[src/rtl/act_pack.sv]
// act_pack: binarizes FP32 activations, packs bits LSB-first into WORD-bit
// words and buffers complete words in a DEPTH-entry FIFO. Also keeps a
// saturating count of inputs that are not a clean 0.0 / -0.0 / 1.0.
module act_pack #(
    parameter int WORD  = 32,
    parameter int DEPTH = 4,
    parameter int CNT_W = $clog2(WORD) + 1
) (
    input  logic             clk,
    input  logic             rst,
    input  logic             in_valid,
    output logic             in_ready,
    input  logic [31:0]      in_operand,
    input  logic             in_last,
    output logic             out_valid,
    input  logic             out_ready,
    output logic [WORD-1:0]  out_data,
    output logic [CNT_W-1:0] out_count,
    output logic             out_last,
    output logic [15:0]      nonbin_cnt
);
    localparam int FW = $clog2(WORD);
    localparam int PW = $clog2(DEPTH);
    localparam logic [FW-1:0] FILL_MAX = FW'(WORD - 1);
    localparam logic [PW:0]   OCC_FULL = (PW + 1)'(DEPTH);

    // assembly state
    logic [WORD-1:0]  r_acc;
    logic [FW-1:0]    r_fill;
    logic [15:0]      r_nonbin;

    // FIFO storage; occupancy carries one extra bit so full != empty
    logic [WORD-1:0]  r_mem_data [DEPTH];
    logic [CNT_W-1:0] r_mem_cnt  [DEPTH];
    logic             r_mem_last [DEPTH];
    logic [PW-1:0]    r_wptr;
    logic [PW-1:0]    r_rptr;
    logic [PW:0]      r_occ;

    logic             w_accept;
    logic             w_bit;
    logic             w_nonbin;
    logic             w_close;
    logic             w_push;
    logic             w_pop;
    logic [WORD-1:0]  w_word;
    logic [CNT_W-1:0] w_count;

    // Ready only depends on registered occupancy (plus reset), so there is
    // no path from in_* to out_*. Deasserts when full even if the accept
    // would not complete a word.
    assign in_ready  = !rst && (r_occ < OCC_FULL);
    assign w_accept  = in_valid && in_ready;
    assign w_bit     = !in_operand[31] && (in_operand[30:23] != 8'h00);
    assign w_nonbin  = (in_operand != 32'h0000_0000) &&
                       (in_operand != 32'h8000_0000) &&
                       (in_operand != 32'h3F80_0000);
    assign w_close   = (r_fill == FILL_MAX) || in_last;
    assign w_push    = w_accept && w_close;
    assign w_pop     = out_valid && out_ready;
    assign w_count   = CNT_W'(r_fill) + CNT_W'(1);

    // Word as it would look with the incoming bit merged at the fill slot
    always_comb begin
        w_word         = r_acc;
        w_word[r_fill] = w_bit;
    end

    // Accumulator, fill position and non-binary counter
    always_ff @(posedge clk) begin
        if (rst) begin
            r_acc    <= '0;
            r_fill   <= '0;
            r_nonbin <= '0;
        end else if (w_accept) begin
            if (w_close) begin
                r_acc  <= '0;
                r_fill <= '0;
            end else begin
                r_acc  <= w_word;
                r_fill <= r_fill + FW'(1);
            end
            if (w_nonbin && (r_nonbin != 16'hFFFF))
                r_nonbin <= r_nonbin + 16'd1;
        end
    end

    // FIFO payload; contents need no reset since out_valid gates the outputs
    always_ff @(posedge clk) begin
        if (w_push) begin
            r_mem_data[r_wptr] <= w_word;
            r_mem_cnt[r_wptr]  <= w_count;
            r_mem_last[r_wptr] <= in_last;
        end
    end

    // FIFO pointers and occupancy; simultaneous push/pop leaves occupancy as is
    always_ff @(posedge clk) begin
        if (rst) begin
            r_wptr <= '0;
            r_rptr <= '0;
            r_occ  <= '0;
        end else begin
            if (w_push) r_wptr <= r_wptr + PW'(1);
            if (w_pop)  r_rptr <= r_rptr + PW'(1);
            case ({w_push, w_pop})
                2'b10:   r_occ <= r_occ + (PW + 1)'(1);
                2'b01:   r_occ <= r_occ - (PW + 1)'(1);
                default: r_occ <= r_occ;
            endcase
        end
    end

    assign out_valid  = (r_occ != '0);
    assign out_data   = out_valid ? r_mem_data[r_rptr] : '0;
    assign out_count  = out_valid ? r_mem_cnt[r_rptr]  : '0;
    assign out_last   = out_valid ? r_mem_last[r_rptr] : 1'b0;
    assign nonbin_cnt = r_nonbin;

endmodule

[config.mk]
export PLATFORM = sky130hd
export DESIGN_NAME = act_pack
export DESIGN_NICKNAME = d
export VERILOG_FILES = /design/src/rtl/act_pack.sv
export SDC_FILE = /design/constraint.sdc
export NUM_CORES = 1
export LEC_CHECK = 0
export CAP_MARGIN = 10
export CORE_UTILIZATION = 40
export CTS_CLUSTER_DIAMETER = 150
export DETAILED_ROUTE_END_ITERATION = 8
export GPL_ROUTABILITY_DRIVEN = 0
export SYNTH_ARGS = -nofsm -noshare
export SYNTH_HDL_FRONTEND = slang
export SYNTH_SLANG_ARGS = --single-unit
[constraint.sdc]
create_clock -name clk -period 3.1 [get_ports clk]
set_input_delay 0.62 -clock clk [delete_from_list [all_inputs] [get_ports clk]]
set_output_delay 0.62 -clock clk [all_outputs]
set_load 0.1 [all_outputs]
Word level (Yosys, flattened, before mapping)
Memories as Yosys holds them, arrays and structs flattened. A register that Yosys moved wholly into a read port is not among the register bits. Index checks and enable logic that the tools add are counted.

Output and inout bits: 57. Word-level logic and storage cells: 59. Bits in writable memories: 156. Input bits: 37. Bits in registers: 60. Memories kept: 3.

Memory list: r_mem_data (depth 4, width 32, rd ports 1, clocked after Yosys merged registers in 1, write ports 1, line 33) `logic [WORD-1:0] r_mem_data [DEPTH];`; r_mem_cnt (depth 4, width 6, rd ports 1, clocked after Yosys merged registers in 1, write ports 1, line 34) `logic [CNT_W-1:0] r_mem_cnt [DEPTH];`; r_mem_last (depth 4, width 1, rd ports 1, clocked after Yosys merged registers in 1, write ports 1, line 35) `logic r_mem_last [DEPTH];`.

Reductions and logical operators: 17. $add $sub $neg: 7. Magnitude comparators: 3. Multiplexer cells: 17. Eq/ne operators: 6.

Operators with widths (number): $mux W32 (2); $bwmux W32 (1); $ne A32 B30 Y1 const B (1); $ne A32 B32 Y1 const B (1); $reduce_bool A32 Y1 (1); $add A16 B1 Y16 const B (1); $ne A16 B16 Y1 const B (1); $mux W2 (6); $logic_and A1 B1 Y1 (9); $reduce_bool A8 Y1 (1); $add A5 B1 Y6 const B (1); $lt A5 B6 Y1 const B (1); $mux W6 (1); $pmux W3 S2 (1); $add A5 B1 Y5 const B (1); $demux W1 S5 (1); $eq A5 B5 Y1 const B (1); $ge A5 B1 Y1 const B (1); $mux W5 (1); $add A2 B1 Y2 const B (2); $mux W1 (4); $add A3 B1 Y3 const B (1); $lt A3 B3 Y1 const B (1); $reduce_bool A3 Y1 (1); 7 further kinds (8).

Depth between registers and ports, before layout
Depth after elaboration: 6. Gate-level depth with buffers: 12.

Least setup slack after synthesis
OpenSTA, ideal clock, no wires.

Kind: reg-to-output. Start point: register r_occ[2]. End point: output port out_data[0]. Cell stages (with the launch flop): 4. Arrival time: 2406 ps. Buffers on the path: 1. Required time: 2480 ps. Path slack: 74 ps. Path through: dfxtp_1 or3_1 clkbuf_1 and2_1.

Word-level cells in the longest chain between the ends: 2.

RTL lines: start, declared (line 38) `logic [PW:0] r_occ;`; start signal, assigned (line 107) `2'b10: r_occ <= r_occ + (PW + 1)'(1);`; start signal, assigned (line 108) `2'b01: r_occ <= r_occ - (PW + 1)'(1);`; start signal, assigned (line 109) `default: r_occ <= r_occ;`; $reduce_bool A3 Y1 (line 114) `assign out_valid = (r_occ != '0);`; named net out_valid (line 15) `output logic out_valid,`; $mux W32 (line 115) `assign out_data = out_valid ? r_mem_data[r_rptr] : '0;`; end, declared (line 17) `output logic [WORD-1:0] out_data,`.

The timed path passes the listed nets, and every way through them passes these cells.

==> impl_metrics.ini <==
[worst_setup_path]
worstPathArrival_ns = 2.16
timing.critical_path.mode_cell = sky130_fd_sc_hd__buf_12
reg2reg_setup_slack_ns = 0.40
ff2ff_path_depth = 12
timing_worst_setup_path_type = reg2out
worst_path_max_delay_cell = sky130_fd_sc_hd__mux4_2
crit_chain = buf_12, mux4_2, and2_1, buf_12
timing.critical_path.buf_inv = 2
worstSetupPathDepth = 4
critical_path.reg2reg.startpoint = r_fill[1]$_SDFFE_PP0P_
end_kind = output port
regToRegEndpoint = r_occ[2]$_SDFFE_PP0P_
critPathLaunchType = register
critical-path-top-delay-family = multiplexers
critical_path_required_ns = 2.48
cp_max_fo = 39
critPathCapture = out_last
crit_path_max_incr_delay_ns = 0.60

[clock_tree]
clock_latency_ns = 0.50
numClockSinks = 218
cts_post_setup_buffers_inserted = 0
clock_tree_from_tritoncts = done
clk_pin_slew_worst_paths_ns = 0.06
tritoncts.num_buffers = 23
cts_repair_resize_count = 0
ctsRootBufferMaster = sky130_fd_sc_hd__clkbuf_16
h-tree-depth = 1
cts_hold_repair.buffers = 0
buffers_from_clock_root_to_sink_at_most = 3

[routing]
ant_nets = 0
detail_route.vias_per_cell = 5.37
detailedRoute.firstPassIterationCount = 6
detailroute.via_count = 5911
drt_iter0_markers = 294
route.final.wire_length_um = 19900
remaining_drc_errors = 0
routed_wire_length_per_instance_um = 18.1

[timing]
timing_max_transition_violations_final = 0
fin_worst_hold_slack_ns = 0.448
final_min_period_over_clock_period_pct = 89.8
rsz0062_at_grt = false
finalWorstPathRequiredPeriod_ns = 2.78
timing_worst_slew_pin_value_ns = 1.29
timing.fmax_ghz = 0.359
clock_skew_ns = 0.0137
worst_slew_margin_rel_pct = 13.6
final_report_setup_violation_count = 0
totalNegativeSetupSlack_ns = 0
number_of_hold_violations_in_the_final_report = 0

[floorplanning]
core_region_area_um2 = 22800
die_w_um = 155
number_of_top_level_pins = 94
floorplan_die_height_um = 155
start_util_pct = 41.1
rows = 55
die_area_um2 = 24000

[synth]
synth.yosys.seq_area_share_pct = 63.2
count_of_yosys_warnings_during_synthesis = 0
yosysTopAreaCell = sky130_fd_sc_hd__edfxtp_1
synth_fp_nets = 713
synth_enable_flop_cells = 156
post_synth.cell_area_avg_um2 = 14.1
syn-cell-area_um2 = 9370
synth_top_cell_area_share_pct = 50.0
synth.distinct_cells = 48
synthCells = 664
postSynth.topFlopCell = sky130_fd_sc_hd__edfxtp_1
post_synth_main_area_contributors = sky130_fd_sc_hd__edfxtp_1, sky130_fd_sc_hd__dfxtp_1, sky130_fd_sc_hd__mux4_2
synth_seq_cells = 218
synth-async-reset-ratio_pct = 0

[final_layout]
most_frequent_standard_cell_in_the_layout_excluding_fill_and_tap_cells = sky130_fd_sc_hd__edfxtp_1
final_cell_area_um2 = 12000
multi_input_comb_area_um2 = 3200
sequential_cell_area_um2 = 5930
num-fill-cells = 1874
n_antenna_cell = 0
flow.area_growth_from_synthesis_pct = 27.9
post-route-util_pct = 52.6
final-instance-count-excl-fill = 1100
nNetsFinal = 820
layout_common_cells = sky130_fd_sc_hd__edfxtp_1, sky130_fd_sc_hd__dfxtp_1, sky130_fd_sc_hd__buf_12
final_layout_size_suffix_gt1_share_pct = 26.0

[global_routing]
grt_pass1_vias = 6112
grt_pass1_wl_um = 32200
total_gr_overflow = 0
gr-usage-all-layers_pct = 17.2
grt_antenna_before_repair = 0
grt_start_max_net_pins = 41

[power_and_ir_drop]
p_int_uw = 6350
power_switching_uw = 3630
ir_worst_vdd_v = 0.000451
power-per-cell-area_nw_per_um2 = 832
leak_pwr_uw = 0.00405
share_seq_of_total_power_pct = 31.9
p_sw_share_pct = 36.4
combinational_fraction_of_design_power_pct = 39.0
share_clk_of_total_power_pct = 29.1

[worst_hold_path]
holdCritPathClass = reg2reg

[placed_design]
dpl-instance-area_um2 = 11200
post-dp-hpwl_um = 12900
place.detailed.instances = 1059
input_output_buffers = 93

[run]
cap_viol_max_count = 0

[outcome]
status = finished clean
-- area by class of cell --
cell class	count	share of cell area, %
Timing Repair Buffer	119	13.0
Inverter	27	0.845
Clock buffer	30	5.36
Sequential cell	218	49.4
Clock inverter	11	1.43
Tap cell	313	3.27
Multi-Input combinational cell	382	26.7
-- worst min-delay path by stage --
stage / slack [ns] / endpoint / cells past startpoint / from
floorplan: 0.43 / r_acc[10]$_SDFFE_PP0P_ / 2 / r_acc[10]$_SDFFE_PP0P_
global placement: 0.43 / r_acc[26]$_SDFFE_PP0P_ / 2 / r_acc[26]$_SDFFE_PP0P_
detailed placement: 0.44 / r_acc[31]$_SDFFE_PP0P_ / 2 / r_acc[31]$_SDFFE_PP0P_
CTS: 0.45 / r_acc[31]$_SDFFE_PP0P_ / 2 / r_acc[31]$_SDFFE_PP0P_
global route: 0.47 / r_acc[24]$_SDFFE_PP0P_ / 2 / r_acc[24]$_SDFFE_PP0P_
finish: 0.45 / r_acc[31]$_SDFFE_PP0P_ / 2 / r_acc[31]$_SDFFE_PP0P_
-- state kept, by name (all words and copies together) (netlist names), named ones only --
signal,count
r_mem_cnt,24
r_occ,3
r_fill,5
r_mem_last,4
nonbin_cnt,16
r_acc,32
r_wptr,2
r_mem_data,128
r_rptr,2
-- kinds of logic after synthesis --
kind of cell	count (synthesis)	synth area share, %
buffers and inverters	64	2.80
XOR/XNOR	7	0.654
multiplexers	72	13.3
adder cells (fa/ha/maj)	12	1.68
flip-flops	218	63.2
AO/OA/AOI/OAI	112	7.69
AND/OR/NAND/NOR	179	10.6
-- synthesized netlist by cell type, types with 7 or more instances --
master	n
sky130_fd_sc_hd__edfxtp_1	156
sky130_fd_sc_hd__dfxtp_1	62
sky130_fd_sc_hd__and2_1	43
sky130_fd_sc_hd__mux4_2	39
sky130_fd_sc_hd__a21oi_1	34
sky130_fd_sc_hd__mux2_2	33
sky130_fd_sc_hd__nor2_1	32
sky130_fd_sc_hd__clkbuf_1	27
sky130_fd_sc_hd__inv_1	27
sky130_fd_sc_hd__nand3_1	27
sky130_fd_sc_hd__o21ai_0	24
sky130_fd_sc_hd__nand2_1	19
sky130_fd_sc_hd__o22ai_1	15
sky130_fd_sc_hd__a22o_1	12
sky130_fd_sc_hd__ha_1	11
sky130_fd_sc_hd__and3_1	9
sky130_fd_sc_hd__o31ai_1	8
sky130_fd_sc_hd__or4_1	8
sky130_fd_sc_hd__nor2b_1	7
sky130_fd_sc_hd__nor4_1	7
-- worst register-to-register path, stage by stage (launching register included) --
cell,delay (ns)
sky130_fd_sc_hd__dfxtp_1,0.36
sky130_fd_sc_hd__ha_1,0.22
sky130_fd_sc_hd__and3_1,0.24
sky130_fd_sc_hd__ha_1,0.21
sky130_fd_sc_hd__nor2_1,0.17
sky130_fd_sc_hd__nor2_1,0.11
sky130_fd_sc_hd__inv_1,0.08
sky130_fd_sc_hd__ha_1,0.18
sky130_fd_sc_hd__inv_1,0.06
sky130_fd_sc_hd__fa_1,0.37
sky130_fd_sc_hd__xor2_1,0.16
sky130_fd_sc_hd__or3_1,0.31
sky130_fd_sc_hd__a21oi_1,0.15
-- metrics by stage --
stage	worst slack, ns	total power, uW
after floorplan	0.0738	5780
after global routing	0.222	10300
after global placement	0.274	7160
final	0.318	9980
after CTS	0.278	10100
after detailed placement	0.168	7180
-- power by group through the flow --
stage	clock, uW	combinational, uW	sequential, uW
6_report	2900	3890	3180
5_1_grt	3080	4040	3190
4_1_cts	2970	3940	3180
3_5_place_dp	0	3930	3240
3_3_place_gp	0	3920	3240
2_1_floorplan	0	2520	3260
-- layer usage --
layer | global-route usage [%] | wire length, um | vias to the layer above
li1 | - | - | 2771
met1 | 21.7 | 8420 | 2924
met2 | 30.6 | 10100 | 185
met3 | 2.62 | 959 | 31
met4 | 4.76 | 391 | 0
met5 | 0 | 0 | -
No activity file was read; power rests on OpenSTA's default activity.
